$ cat src/rtl/corr_pkg.sv
// Shared types and constants for the correlator phase-search sequencer.
package corr_pkg;

  localparam int CNT_W        = 16;
  localparam int RESULT_BYTES = 2;

  // Byte select encoding on the correlator result mux.
  localparam logic SEL_LO = 1'b0;
  localparam logic SEL_HI = 1'b1;

  typedef enum logic [2:0] {
    ST_IDLE,
    ST_PRIME,
    ST_INTEG,
    ST_CAPT,
    ST_RD_LO,
    ST_RD_HI,
    ST_CMP,
    ST_DONE
  } state_e;

endpackage

$ cat src/rtl/corr_code_gen.sv
// Reference code generator: latched code word plus a wrapping chip index
// that can be loaded with a start phase and advanced one chip per cycle.
module corr_code_gen
  import corr_pkg::*;
#(
  parameter int CODE_LEN = 31,
  parameter int PHASE_W  = 5
) (
  input  logic                clk,
  input  logic                rst,
  input  logic                load_code_i,
  input  logic [CODE_LEN-1:0] code_word_i,
  input  logic                load_phase_i,
  input  logic [PHASE_W-1:0]  phase_i,
  input  logic                advance_i,
  input  logic                enable_i,
  output logic                code_bit_o
);

  localparam int                 PAD_W     = 1 << PHASE_W;
  localparam logic [PHASE_W-1:0] LAST_CHIP = PHASE_W'(CODE_LEN - 1);

  logic [CODE_LEN-1:0] code_q;
  logic [PHASE_W-1:0]  chip_q;
  logic [PAD_W-1:0]    code_pad;

  always_ff @(posedge clk) begin
    if (rst) begin
      code_q <= '0;
      chip_q <= '0;
    end else begin
      if (load_code_i) begin
        code_q <= code_word_i;
      end
      if (load_phase_i) begin
        chip_q <= phase_i;
      end else if (advance_i) begin
        chip_q <= (chip_q == LAST_CHIP) ? '0 : chip_q + 1'b1;
      end
    end
  end

  // Zero-padded to a power of two so every index value selects a real bit.
  assign code_pad   = PAD_W'(code_q);
  assign code_bit_o = enable_i & code_pad[chip_q];

endmodule

$ cat src/rtl/corr_phase_search.sv
// Sweeps every code phase through an external correlator, integrating INT_LEN
// chips per phase, and reports the best-matching phase and a detect flag.
//
// state    | meaning
// IDLE     | waiting for start; results held
// PRIME    | capture pulse restarts correlator counters; first chip compared
// INTEG    | remaining INT_LEN-1 chips of the window
// CAPT     | capture pulse latches the window's match count
// RD_LO    | read result low byte
// RD_HI    | read result high byte
// CMP      | update best phase/count; next phase or finish
// DONE     | done pulse; detect flag registered
module corr_phase_search
  import corr_pkg::*;
#(
  parameter int CODE_LEN = 31,
  parameter int PHASE_W  = 5,
  parameter int INT_LEN  = 1024
) (
  input  logic                clk,
  input  logic                rst,
  input  logic                start,
  input  logic [CODE_LEN-1:0] code_word,
  input  logic [CNT_W-1:0]    threshold,
  output logic                corr_code,
  output logic                corr_capture,
  output logic                corr_select,
  input  logic [7:0]          corr_result,
  output logic                busy,
  output logic                done,
  output logic [PHASE_W-1:0]  best_phase,
  output logic [CNT_W-1:0]    best_count,
  output logic                detected
);

  localparam logic [PHASE_W-1:0] LAST_PHASE = PHASE_W'(CODE_LEN - 1);
  localparam logic [15:0]        WIN_LOAD   = 16'(INT_LEN - 1);

  state_e             state_q, state_d;
  logic [PHASE_W-1:0] phase_q, phase_d;
  logic [PHASE_W-1:0] best_phase_q, best_phase_d;
  logic [15:0]        win_q, win_d;
  logic [CNT_W-1:0]   cnt_q, cnt_d;
  logic [CNT_W-1:0]   best_count_q, best_count_d;
  logic [CNT_W-1:0]   thr_q, thr_d;
  logic               detected_q, detected_d;
  logic               load_code;
  logic               load_phase;
  logic               chip_advance;
  logic               chip_enable;

  always_comb begin
    state_d      = state_q;
    phase_d      = phase_q;
    win_d        = win_q;
    cnt_d        = cnt_q;
    best_phase_d = best_phase_q;
    best_count_d = best_count_q;
    thr_d        = thr_q;
    detected_d   = detected_q;
    load_code    = 1'b0;
    chip_advance = 1'b0;
    case (state_q)
      ST_IDLE: begin
        if (start) begin
          load_code    = 1'b1;
          thr_d        = threshold;
          phase_d      = '0;
          best_phase_d = '0;
          best_count_d = '0;
          detected_d   = 1'b0;
          state_d      = ST_PRIME;
        end
      end
      ST_PRIME: begin
        chip_advance = 1'b1;
        win_d        = WIN_LOAD;
        state_d      = ST_INTEG;
      end
      ST_INTEG: begin
        chip_advance = 1'b1;
        if (win_q == 16'd1) begin
          state_d = ST_CAPT;
        end else begin
          win_d = win_q - 16'd1;
        end
      end
      ST_CAPT: begin
        state_d = ST_RD_LO;
      end
      ST_RD_LO: begin
        cnt_d[7:0] = corr_result;
        state_d    = ST_RD_HI;
      end
      ST_RD_HI: begin
        cnt_d[15:8] = corr_result;
        state_d     = ST_CMP;
      end
      ST_CMP: begin
        // Strict compare: on a tie the earlier phase is kept.
        if (cnt_q > best_count_q) begin
          best_count_d = cnt_q;
          best_phase_d = phase_q;
        end
        if (phase_q == LAST_PHASE) begin
          state_d = ST_DONE;
        end else begin
          phase_d = phase_q + 1'b1;
          state_d = ST_PRIME;
        end
      end
      ST_DONE: begin
        detected_d = (best_count_q > thr_q);
        state_d    = ST_IDLE;
      end
      default: begin
        state_d = ST_IDLE;
      end
    endcase
  end

  always_ff @(posedge clk) begin
    if (rst) begin
      state_q      <= ST_IDLE;
      phase_q      <= '0;
      win_q        <= '0;
      cnt_q        <= '0;
      best_phase_q <= '0;
      best_count_q <= '0;
      thr_q        <= '0;
      detected_q   <= 1'b0;
    end else begin
      state_q      <= state_d;
      phase_q      <= phase_d;
      win_q        <= win_d;
      cnt_q        <= cnt_d;
      best_phase_q <= best_phase_d;
      best_count_q <= best_count_d;
      thr_q        <= thr_d;
      detected_q   <= detected_d;
    end
  end

  // Chip index is loaded as PRIME is entered so PRIME compares chip[phase].
  assign load_phase  = (state_d == ST_PRIME);
  assign chip_enable = (state_q == ST_PRIME) || (state_q == ST_INTEG) ||
                       (state_q == ST_CAPT);

  corr_code_gen #(
    .CODE_LEN (CODE_LEN),
    .PHASE_W  (PHASE_W)
  ) u_code_gen (
    .clk          (clk),
    .rst          (rst),
    .load_code_i  (load_code),
    .code_word_i  (code_word),
    .load_phase_i (load_phase),
    .phase_i      (phase_d),
    .advance_i    (chip_advance),
    .enable_i     (chip_enable),
    .code_bit_o   (corr_code)
  );

  assign busy         = (state_q != ST_IDLE);
  assign done         = (state_q == ST_DONE);
  assign corr_capture = (state_q == ST_PRIME) || (state_q == ST_CAPT);
  assign corr_select  = (state_q == ST_RD_HI) ? SEL_HI : SEL_LO;
  assign best_phase   = best_phase_q;
  assign best_count   = best_count_q;
  assign detected     = detected_q;

endmodule

$ cat config.mk
export PLATFORM = sky130hd
export DESIGN_NAME = corr_phase_search
export DESIGN_NICKNAME = d
export VERILOG_FILES = /design/src/rtl/corr_pkg.sv /design/src/rtl/corr_code_gen.sv /design/src/rtl/corr_phase_search.sv
export SDC_FILE = /design/constraint.sdc
export NUM_CORES = 1
export LEC_CHECK = 0
export CORE_ASPECT_RATIO = 1.5
export CORE_UTILIZATION = 54
export CTS_CLUSTER_SIZE = 40
export DETAILED_ROUTE_END_ITERATION = 16
export GPL_TIMING_DRIVEN = 0
export PLACE_DENSITY = 0.92
export SLEW_MARGIN = 5
export SYNTH_ARGS = -nofsm -noshare
export SYNTH_HDL_FRONTEND = slang
export SYNTH_SLANG_ARGS = --single-unit
$ cat constraint.sdc
create_clock -name clk -period 3.1 [get_ports clk]
set_clock_uncertainty 0.05 [all_clocks]
set_input_delay 0.62 -clock clk [delete_from_list [all_inputs] [get_ports clk]]
set_output_delay 0.62 -clock clk [all_outputs]
set_load 0.05 [all_outputs]
-- After elaboration in Yosys (flattened, before gate mapping)
Index checks and enable logic that the tools add are counted.
- bits in registers: 114
- bits of input ports: 58
- output and inout bits: 27
- logic and storage cells: 72
- $add $sub $neg: 3
- magnitude comparators: 3
- equal/unequal tests: 14
- mux-type cells: 26
- bitwise gates (word level): 1
- reduce and logical (&&, ||, !) cells: 14
- operators by type and width (operator ; number):
    16-bit case mux with 2 select lines ; 2
    16-bit 2-to-1 mux ; 3
    5-bit 2-to-1 mux ; 7
    16-bit greater-than comparator ; 2
    3-bit case mux with 8 select lines ; 1
    5-bit case mux with 2 select lines ; 2
    16-bit by 1-bit == test with 1-bit output, second input constant ; 1
    16-bit by 1-bit subtractor with 16-bit output, second input constant ; 1
    3-bit == test, second input constant ; 4
    5-bit by 1-bit adder with 5-bit output, second input constant ; 2
    5-bit == test, second input constant ; 2
    3-bit 2-to-1 mux ; 3
    2-bit nonzero test ; 4
    3-bit by 1-bit == test with 1-bit output, second input constant ; 2
    3-bit by 2-bit == test with 1-bit output, second input constant ; 2
    5-bit by 6-bit < comparator with 1-bit output, second input constant ; 1
    1-bit 2-to-1 mux ; 6
    2-bit != test, second input constant ; 3
    2-bit AND reduction ; 3
    1-bit binary-select mux with 5-bit select ; 1
    3-bit logical NOT ; 1
    1-bit logical OR ; 3
    3-bit AND reduction ; 1
    3-bit nonzero test ; 1
    other kinds (3) ; 3

-- Depth between registers and ports, before layout
Gate-level depths: netlist (run 1).
- word-level depth: 5
- gate-level depth with buffers: 8
- depth with buffers taken out: 7

-- Cells and area by module
From an unflattened synthesis (run 1), not the netlist that was laid out.
- cell total of the unflattened synthesis: 656
- area total of the unflattened synthesis: 5728.0 µm²
- by module, submodules not included (module ; times used ; cells each ; area an instance (µm²) ; seq. area each (µm²)):
    corr_phase_search ; 1 ; 493 ; 4036.4 ; 1561.5
    corr_code_gen ; 1 ; 163 ; 1691.6 ; 720.7

-- Worst setup path before layout (run 1)
No wires, ideal clock.
- path type: register to output
- start: register u_code_gen.chip_q[0]
- end: output corr_code
- data arrival time: 2672 ps
- required time: 2430 ps
- setup slack: -242 ps
- stages on the path, launching flop included: 6
- buffers on the path: 1
- cell sequence: dfxtp_1 > clkbuf_1 > mux4_2 > mux2i_1 > a211o_1 > a211oi_1
- cells in the longest elaborated chain, start to end: 3
- ends and longest elaborated chain (what ; line ; source):
    from (decl) ; corr_code_gen.sv:24 ; logic [PHASE_W-1:0] chip_q;
    from (signal assigned) ; corr_code_gen.sv:36 ; chip_q <= phase_i;
    from (signal assigned) ; corr_code_gen.sv:38 ; chip_q <= (chip_q == LAST_CHIP) ? '0 : chip_q + 1'b1;
    1-bit binary-select mux with 5-bit select ; corr_code_gen.sv:45 ; assign code_bit_o = enable_i & code_pad[chip_q];
    1-bit 2-to-1 mux (implied by the code) ; corr_code_gen.sv:45 ;
    1-bit bitwise AND ; corr_code_gen.sv:45 ;
    to (decl) ; corr_phase_search.sv:25 ; output logic corr_code,
No other way between the ends. The select of a mux whose other input is x is not followed.

-- Worst setup path in the final report (run 1)
- start: register u_code_gen.chip_q[1]
- end: output corr_code
Same word-level chain as after synthesis.

==> results.sh, run 1 <==
export IMPL_grt_use_total=0.300
export IMPL_critPathMaxFanout=10
export IMPL_nets=901
export IMPL_vias=5536
export IMPL_cp_buffers_inverters=2
export IMPL_cts_inserted_buffers=17
export IMPL_rows=45
export IMPL_drt_pass1_iterations=5
export IMPL_r2r_slack_ps=500
export IMPL_antenna_found_initial=0
export IMPL_synth_fa_ha_area_frac=0.0846
export IMPL_ys_types=50
export IMPL_ctsRootBufferMaster="clkbuf_16"
export IMPL_status="finished, final reports clean"
export IMPL_worstPathRequired_ps=2430
export IMPL_period_share=0.982
export IMPL_setup_viol=0
export IMPL_drtIter0Drc=347
export IMPL_synth_edf_count=0
export IMPL_worstPathArrival_ps=2370
export IMPL_seq_area_um2=2290
export IMPL_drive_above_1_share=0.0709
export IMPL_syn_inst=704
export IMPL_port_buffers=83
export IMPL_holdWs_ps=402
export IMPL_die_h_um=127
export IMPL_initial_core_util=0.554
export IMPL_grt_pass1_wl_um=25400
export IMPL_cp_end_kind="output pin"
export IMPL_relSlewSlack=0.585
export IMPL_drtAntennaViolNets=0
export IMPL_syn_area_um2=5620
export IMPL_p_leak_nw=2.71
export IMPL_drv_slew=0
export IMPL_hpwl_um=10600
export IMPL_cellPowerDensity_nw_per_um2=602
export IMPL_max_slew_worst_pin_slew_ps=606
export IMPL_cts_hold_buf=0
export IMPL_synth_nets=800
export IMPL_fmax_mhz=329
export IMPL_start_kind="flip-flop"
export IMPL_ioPinCount=85
export IMPL_crit_type="reg -> out"
export IMPL_gp_congestion=0.903
export IMPL_n_fill_cell=729
export IMPL_yosys_register_bits=114
export IMPL_synth_compound_area_frac=0.180
export IMPL_htreeDepth=4
export IMPL_drv_cap=0
export IMPL_max_stage_delay_ps=480
export IMPL_synth_xor_area_frac=0.00780
export IMPL_fin_util=0.719
export IMPL_ys_top_cells_by_area="dfxtp_1, nand2_1, ha_1, a21oi_1, inv_1"
export IMPL_grt_max_degree=17
export IMPL_synth_top_family_by_area="simple AND/OR/NAND/NOR gates"
export IMPL_path_cells="clkbuf_4 -> mux2i_1 -> o22ai_1 -> mux4_2 -> nand2_1 -> a211oi_2 -> clkbuf_4"
export IMPL_cts_setup_buffers=0
export IMPL_ys_warn_count=0
export IMPL_drc=0
export IMPL_yosys_area_share_simple=0.213
export IMPL_insertion_delay_ps=420
export IMPL_finalHoldViolCount=0
export IMPL_synth_mux_area_frac=0.0394
export IMPL_clockBufferDepth=2
export IMPL_yosysSeqAreaShare=0.406
export IMPL_finalCriticalPeriod_ps=3040
export IMPL_wl_per_cell_um=16.7
export IMPL_synth_top_flop_cell="dfxtp_1"
export IMPL_critical_path_slowest_cell="mux4_2"
export IMPL_synth_top_area_share=0.406
export IMPL_diodes=0
export IMPL_yosysTopAreaCell="dfxtp_1"
export IMPL_hold_class="reg -> reg"
export IMPL_syn_area_per_cell_um2=7.98
export IMPL_cts_tree="yes"
export IMPL_design_die_area_um2=10800
export IMPL_worst_slack_ps=56.5
export IMPL_multi_input_area_um2=2950
export IMPL_die_width_um=85.3
export IMPL_post_place_ws_ps=-579
export IMPL_via_per_inst=5.92
export IMPL_worst_ir_drop_vdd_v=0.000460
export IMPL_crit_top_cell="clkbuf_4"
export IMPL_numClockSinks=114
export IMPL_synthArstFlopShare=0
export IMPL_clkTransAtPathRegs_ps=50
export IMPL_drt_total_wl_um=15600
export IMPL_path_delay_family="multiplexers"
export IMPL_grt_remaining_overflow=0
export IMPL_coreArea_um2=10100
export IMPL_postCtsResizedCells=17
export IMPL_area_growth_pct=29.8
export IMPL_grt_pass1_vias=5510
==> report_power, final <==
| part | internal, mW | switching, mW |
|---|---|---|
| registers | 1.54 | 0.0597 |
| clock network | 1.54 | 0.664 |
| logic | 0.247 | 0.329 |
| total | 3.33 | 1.05 |
==> sequential cells by signal, summed over array words and instances, names as in the netlist <==
register,count
u_code_gen.code_q,31
best_count,16
cnt_q,16
thr_q,16
win_q,16
best_phase,5
phase_q,5
u_code_gen.chip_q,5
state_q,3
detected,1
==> layer usage <==
| metal | vias to the layer above | track usage | wire length, um |
|---|---|---|---|
| met5 | - | 0 | 0 |
| met4 | 0 | 0.188 | 741 |
| met3 | 75 | 0.0651 | 795 |
| met2 | 228 | 0.549 | 8280 |
| met1 | 2597 | 0.307 | 5760 |
| li1 | 2636 | - | - |
==> cell usage after synthesis, drive strengths merged, types with 11 or more instances <==
library cell,count
dfxtp,114
o31ai,11
or4,11
a21oi,92
nor2,31
ha,38
nand4,11
inv,60
clkbuf,41
nand2,149
o22ai,22
==> kinds of logic (layout without fill, tap and decap cells) <==
family / count (synthesis) / in the layout
and+or+nand+nor: 260 / 260
AOI/OAI and AO/OA: 171 / 171
xor gates and xnor gates: 5 / 5
buffers and inverters: 104 / 218
muxes: 12 / 12
DFF: 114 / 114
adders and majority gates: 38 / 38
==> cell type report <==
class                      instances  area share
buffer                            42      0.0240
clock buffer                      22      0.0637
clock inverter                    10      0.0280
inverter                          61      0.0319
multi-input combinational        486       0.405
sequential                       114       0.314
tap                              117      0.0201
timing repair buffer              83       0.114
==> final timing paths <==
| check | from | to | cells past startpoint |
|---|---|---|---|
| max | u_code_gen.chip_q[1]$_SDFFE_PP0P_ | corr_code | 7 |
| min | u_code_gen.code_q[4]$_SDFFE_PP0P_ | u_code_gen.code_q[4]$_SDFFE_PP0P_ | 2 |
| max reg2reg | best_count[1]$_SDFFE_PP0P_ | best_count[14]$_SDFFE_PP0P_ | 8 |
| min reg2reg | u_code_gen.code_q[4]$_SDFFE_PP0P_ | u_code_gen.code_q[4]$_SDFFE_PP0P_ | 2 |
==> stage by stage <==
step	cells	power, mW	instance area, um^2	setup TNS (ps)
after detailed placement	904	2.18	6600	-685
final	935	4.39	7290	0
after floorplan	704	1.98	5620	0
after global placement	904	2.16	6600	-645
after global routing	935	4.53	7290	-17.4
after CTS	936	4.38	7280	0
==> worst register-to-register path, stage by stage (launching register included) <==
cell       delay, ps
dfxtp_1          450
inv_1             80
ha_1             300
nor2b_1          140
o211ai_1          90
a2111oi_0        550
o31a_1           230
clkbuf_1         420
o22ai_1          150
==> layout by cell type, fill, tap and decap left out, types with 5 or more instances in the layout <==
master	count
or4_1	10
inv_1	60
clkbuf_16	17
nand4_1	11
o31ai_1	11
or2_2	6
clkdlybuf4s50_1	79
ha_1	38
mux4_2	8
o21ai_0	10
o22ai_1	22
nor3_1	10
nor4_1	5
a211oi_1	7
nor2b_1	7
nand2_1	148
a21oi_1	92
clkbuf_1	39
dfxtp_1	113
nor2_1	31
or3_1	8
bufinv_16	6
a31oi_1	7
Note: power is estimated with default switching activity, not from simulation.
==> run 2: changes to the inputs <==
- CAP_MARGIN: unset -> 20
- CORE_MARGIN: unset -> 10
==> results.sh, run 2 (same netlist as run 1, synthesis figures left out) <==
export IMPL_initial_core_util=0.554
export IMPL_worstPathRequired_ps=2430
export IMPL_port_buffers=83
export IMPL_p_leak_nw=2.70
export IMPL_nets=901
export IMPL_vias=5620
export IMPL_n_fill_cell=704
export IMPL_max_flop_register="u_code_gen.code_q"
export IMPL_insertion_delay_ps=420
export IMPL_crit_type="reg -> out"
export IMPL_cp_buffers_inverters=2
export IMPL_wl_per_cell_um=17.7
export IMPL_htreeDepth=4
export IMPL_rows=45
export IMPL_grt_remaining_overflow=0
export IMPL_grt_pass1_vias=5722
export IMPL_finalSetupTns_ps=0
export IMPL_max_stage_delay_ps=490
export IMPL_status="finished, final reports clean"
export IMPL_drtAntennaViolNets=0
export IMPL_setup_viol=0
export IMPL_drc=0
export IMPL_diodes=0
export IMPL_finalHoldViolCount=0
export IMPL_path_delay_family="multiplexers"
export IMPL_via_per_inst=6.02
export IMPL_numClockSinks=114
export IMPL_total_power_mw=4.33
export IMPL_drv_slew=0
export IMPL_grt_use_total=0.226
export IMPL_largest_reg_flops=31
export IMPL_cts_tree="yes"
export IMPL_drt_total_wl_um=16500
export IMPL_fin_util=0.717
export IMPL_ioPinCount=85
export IMPL_drv_cap=0
export IMPL_final_common_cell="nand2_1"
export IMPL_coreArea_um2=10100
export IMPL_path_cells="clkbuf_8 -> mux4_2 -> mux4_2 -> nand2_1 -> a211oi_2 -> buf_2"
export IMPL_critPathMaxFanout=10
export IMPL_cp_end_kind="output pin"
export IMPL_antenna_found_initial=0
export IMPL_die_h_um=145
export IMPL_start_kind="flip-flop"
export IMPL_grt_pass1_wl_um=27000
export IMPL_seq_area_um2=2290
export IMPL_cellPowerDensity_nw_per_um2=596
export IMPL_period_share=0.988
export IMPL_cts_inserted_buffers=17
export IMPL_finalCriticalPeriod_ps=3060
export IMPL_die_width_um=103
export IMPL_layout_common_cells="nand2_1, dfxtp_1, a21oi_1"
export IMPL_area_growth_pct=29.4
export IMPL_rsz0062_at_grt="true"
export IMPL_max_slew_worst_pin_slew_ps=699
export IMPL_clkTransAtPathRegs_ps=50
export IMPL_hold_class="reg -> reg"
export IMPL_critical_path_slowest_cell="mux4_2"
export IMPL_drive_above_1_share=0.0747
export IMPL_worstPathArrival_ps=2390
export IMPL_crit_top_cell="mux4_2"
export IMPL_design_die_area_um2=15000
export IMPL_drt_pass1_iterations=5
export IMPL_relSlewSlack=0.522
export IMPL_grt_max_degree=17
export IMPL_hpwl_um=11500
export IMPL_cts_hold_buf=0
export IMPL_fmax_mhz=326
export IMPL_multi_input_area_um2=2960
export IMPL_gp_congestion=0.924
export IMPL_worst_ir_drop_vdd_v=0.000564
export IMPL_drtIter0Drc=505
export IMPL_ctsRootBufferMaster="clkbuf_16"
export IMPL_clockBufferDepth=2
[run 2: cell types whose count changed in the layout (fill, tap and decap cells not counted), sizes merged]
cell | before | now
bufinv | 6 | 4
clkbuf | 62 | 65
clkdlybuf4s18 | 1 | 0
clkinv | 4 | 2
clkinvlp | 1 | 3
dlygate4sd2 | 1 | 0
[run 2: worst register-to-register path, stage by stage, from the launching register on]
cell and delay, ps:
dfxtp_1 370, clkbuf_1 250, nor3_1 340, and2_1 170
clkbuf_1 260, clkbuf_1 430, clkbuf_1 390, nand2_1 170
a21oi_1 190
[run 2: layout make-up]
| type | instances | area share |
|---|---|---|
| Tap cell | 117 | 0.0201 |
| Multi-Input combinational cell | 486 | 0.407 |
| Buffer | 42 | 0.0236 |
| Timing Repair Buffer | 83 | 0.113 |
| Clock buffer | 23 | 0.0699 |
| Inverter | 61 | 0.0315 |
| Sequential cell | 114 | 0.315 |
| Clock inverter | 8 | 0.0203 |
[run 2: path summary, 6_finish.rpt]
path                                           from                                 end  slack (ps)  cells past startpoint
hold reg to reg   u_code_gen.code_q[1]$_SDFFE_PP0P_   u_code_gen.code_q[1]$_SDFFE_PP0P_         400                      2
setup / recovery  u_code_gen.chip_q[0]$_SDFFE_PP0P_                           corr_code          40                      6
setup reg to reg              state_q[1]$_SDFF_PP0_  u_code_gen.code_q[30]$_SDFFE_PP0P_         400                      8
hold / removal    u_code_gen.code_q[1]$_SDFFE_PP0P_   u_code_gen.code_q[1]$_SDFFE_PP0P_         400                      2
[run 2: report_power, final]
| group | leakage [nW] | switching (mW) | internal, mW | total [mW] |
|---|---|---|---|---|
| combinational | 1.46 | 0.336 | 0.246 | 0.582 |
| clock | 0.314 | 0.683 | 1.47 | 2.15 |
| sequential | 0.929 | 0.0590 | 1.54 | 1.60 |
[run 2: timing repair]
action,4_1_cts,5_1_grt
endpoints found under the hold margin,0,0
pin swaps,0,0
buffers inserted,0,0
resized for setup,18,7
endpoints found under the setup margin,4,4
[run 2: stage by stage]
| stage | cell area, um^2 | cells | setup WS [ps] | hold slack [ps] |
|---|---|---|---|---|
| 5_1_grt | 7270 | 934 | -39.2 | 423 |
| 6_report | 7270 | 934 | 35.9 | 402 |
| 3_5_place_dp | 6600 | 904 | -580 | 396 |
| 4_1_cts | 7270 | 935 | 13.9 | 403 |
| 3_3_place_gp | 6600 | 904 | -537 | 389 |
| 2_1_floorplan | 5620 | 704 | 222 | 383 |
[run 2: metal layers]
layer	vias up	wire (um)	GRT usage
li1	2642	-	-
met4	0	864	0.149
met2	249	8650	0.385
met1	2651	5960	0.233
met3	78	1040	0.0603
met5	-	0	0
==> run 3: changes to the inputs <==
- CORE_UTILIZATION: 54 -> 49
- PLACE_DENSITY: 0.92 -> 0.88
- clock period: 3.1 -> 2.8 ns (I/O delays scaled with it)
==> results.sh, run 3 (same netlist as run 1, synthesis figures left out) <==
export IMPL_status="complete, but fails checks"
export IMPL_violations="negative setup slack"
export IMPL_rr_worst_depth=8
export IMPL_port_buffers=83
export IMPL_drc=0
export IMPL_clockBufferDepth=2
export IMPL_initial_core_util=0.505
export IMPL_htreeDepth=4
export IMPL_nets=904
export IMPL_die_width_um=107
export IMPL_numClockSinks=114
export IMPL_fin_util=0.655
export IMPL_worst_slack_ps=-96.2
export IMPL_worstPathRequired_ps=2190
export IMPL_r2r_slack_ps=250
export IMPL_cellPowerDensity_nw_per_um2=620
export IMPL_worst_ir_drop_vdd_v=0.000477
export IMPL_clkTransAtPathRegs_ps=50
export IMPL_via_per_inst=5.66
export IMPL_ioPinCount=85
export IMPL_relSlewSlack=0.560
export IMPL_insertion_delay_ps=420
export IMPL_hold_class="reg -> reg"
export IMPL_ctsRootBufferMaster="clkbuf_16"
export IMPL_grt_max_degree=17
export IMPL_fin_area_um2=7280
export IMPL_fin_cells=965
export IMPL_crit_type="reg -> out"
export IMPL_drive_above_1_share=0.0795
export IMPL_layout_common_cells="nand2_1, dfxtp_1, a21oi_1"
export IMPL_start_kind="flip-flop"
export IMPL_cts_tree="yes"
export IMPL_cp_end_kind="output pin"
export IMPL_min_path_cells=2
export IMPL_finalHoldViolCount=0
export IMPL_p_leak_nw=2.70
export IMPL_diodes=0
export IMPL_drt_total_wl_um=16000
export IMPL_worstPathArrival_ps=2290
export IMPL_cts_hold_buf=0
export IMPL_drt_pass1_iterations=5
export IMPL_drv_cap=0
export IMPL_rows=47
export IMPL_hpwl_um=11500
export IMPL_grt_use_total=0.200
export IMPL_finalSetupTns_ps=-96.2
export IMPL_grt_pass1_vias=5466
export IMPL_place_inst=934
export IMPL_vias=5459
export IMPL_reg2reg_to="best_count[10]$_SDFFE_PP0P_"
export IMPL_fmax_mhz=345
export IMPL_drv_slew=0
export IMPL_critPathMaxFanout=8
export IMPL_grt_pass1_wl_um=25800
export IMPL_drtIter0Drc=454
export IMPL_wl_per_cell_um=16.6
export IMPL_r2r_start="best_count[15]$_SDFFE_PP0P_"
export IMPL_largest_reg_flops=31
export IMPL_max_slew_worst_pin_slew_ps=655
export IMPL_period_share=1.03
export IMPL_final_common_cell="nand2_1"
export IMPL_setup_viol=1
export IMPL_place_area_um2=6650
export IMPL_cts_inserted_buffers=17
export IMPL_drtAntennaViolNets=0
export IMPL_hp_start="u_code_gen.code_q[7]$_SDFFE_PP0P_"
export IMPL_coreArea_um2=11100
export IMPL_grt_remaining_overflow=0
export IMPL_finalCriticalPeriod_ps=2900
export IMPL_design_die_area_um2=16200
export IMPL_gp_congestion=0.881
export IMPL_die_h_um=151
export IMPL_rsz0062_at_grt="true"
export IMPL_antenna_found_initial=0
export IMPL_holdWs_ps=402
export IMPL_holdPathEnd="u_code_gen.code_q[7]$_SDFFE_PP0P_"
export IMPL_max_flop_register="u_code_gen.code_q"
export IMPL_area_growth_pct=29.6
==> run 3: worst max path at each step <==
stage | start | end | cells after the start | slack, ps
global route | u_code_gen.chip_q[0]$_SDFFE_PP0P_ | corr_code | 6 | -150
finish | u_code_gen.chip_q[0]$_SDFFE_PP0P_ | corr_code | 6 | -100
global placement | u_code_gen.chip_q[0]$_SDFFE_PP0P_ | corr_code | 6 | -820
floorplan | u_code_gen.chip_q[0]$_SDFFE_PP0P_ | corr_code | 5 | 140
detailed placement | u_code_gen.chip_q[0]$_SDFFE_PP0P_ | corr_code | 6 | -830
CTS | u_code_gen.chip_q[0]$_SDFFE_PP0P_ | corr_code | 6 | -140
==> run 3: metal layers <==
metal  wire (um)  track usage  part of all wire
met2        8240        0.359              0.52
met5           0            0                 0
met1        5910        0.199              0.37
met3        1060       0.0587             0.066
met4         774        0.119             0.048
==> run 3: critical path, cell delays in order (launching register included) <==
cell       delay, ps
dfxtp_4          380
clkbuf_16        160
mux4_2           490
mux4_2           510
nand2_2          110
a211oi_4          70
buf_6            160
==> run 3: cell type report <==
cell class / instances / area [um^2]
Fill cell: 850 / 3830
Multi-Input combinational cell: 486 / 2960
Timing Repair Buffer: 88 / 870
Sequential cell: 114 / 2290
Clock buffer: 23 / 488
Clock inverter: 6 / 80.1
Inverter: 61 / 230
Tap cell: 147 / 184
Buffer: 40 / 180
==> run 3: stage by stage <==
step / setup WS [ps] / power, mW
after floorplan: 144 / 2.20
after global placement: -817 / 2.40
after detailed placement: -834 / 2.41
after CTS: -138 / 4.50
after global routing: -154 / 4.68
final: -96.2 / 4.51
==> run 3: repair_timing <==
item / CTS / global route
pin swaps: 1 / 1
setup endpoints to repair: 5 / 11
buffers inserted: 0 / 5
gates resized for setup: 28 / 8
==> run 3: power by group <==
part,internal (mW),switching [mW],total (mW)
clock network,1.38,0.711,2.09
registers,1.71,0.0644,1.77
logic,0.287,0.365,0.653
total,3.37,1.14,4.51
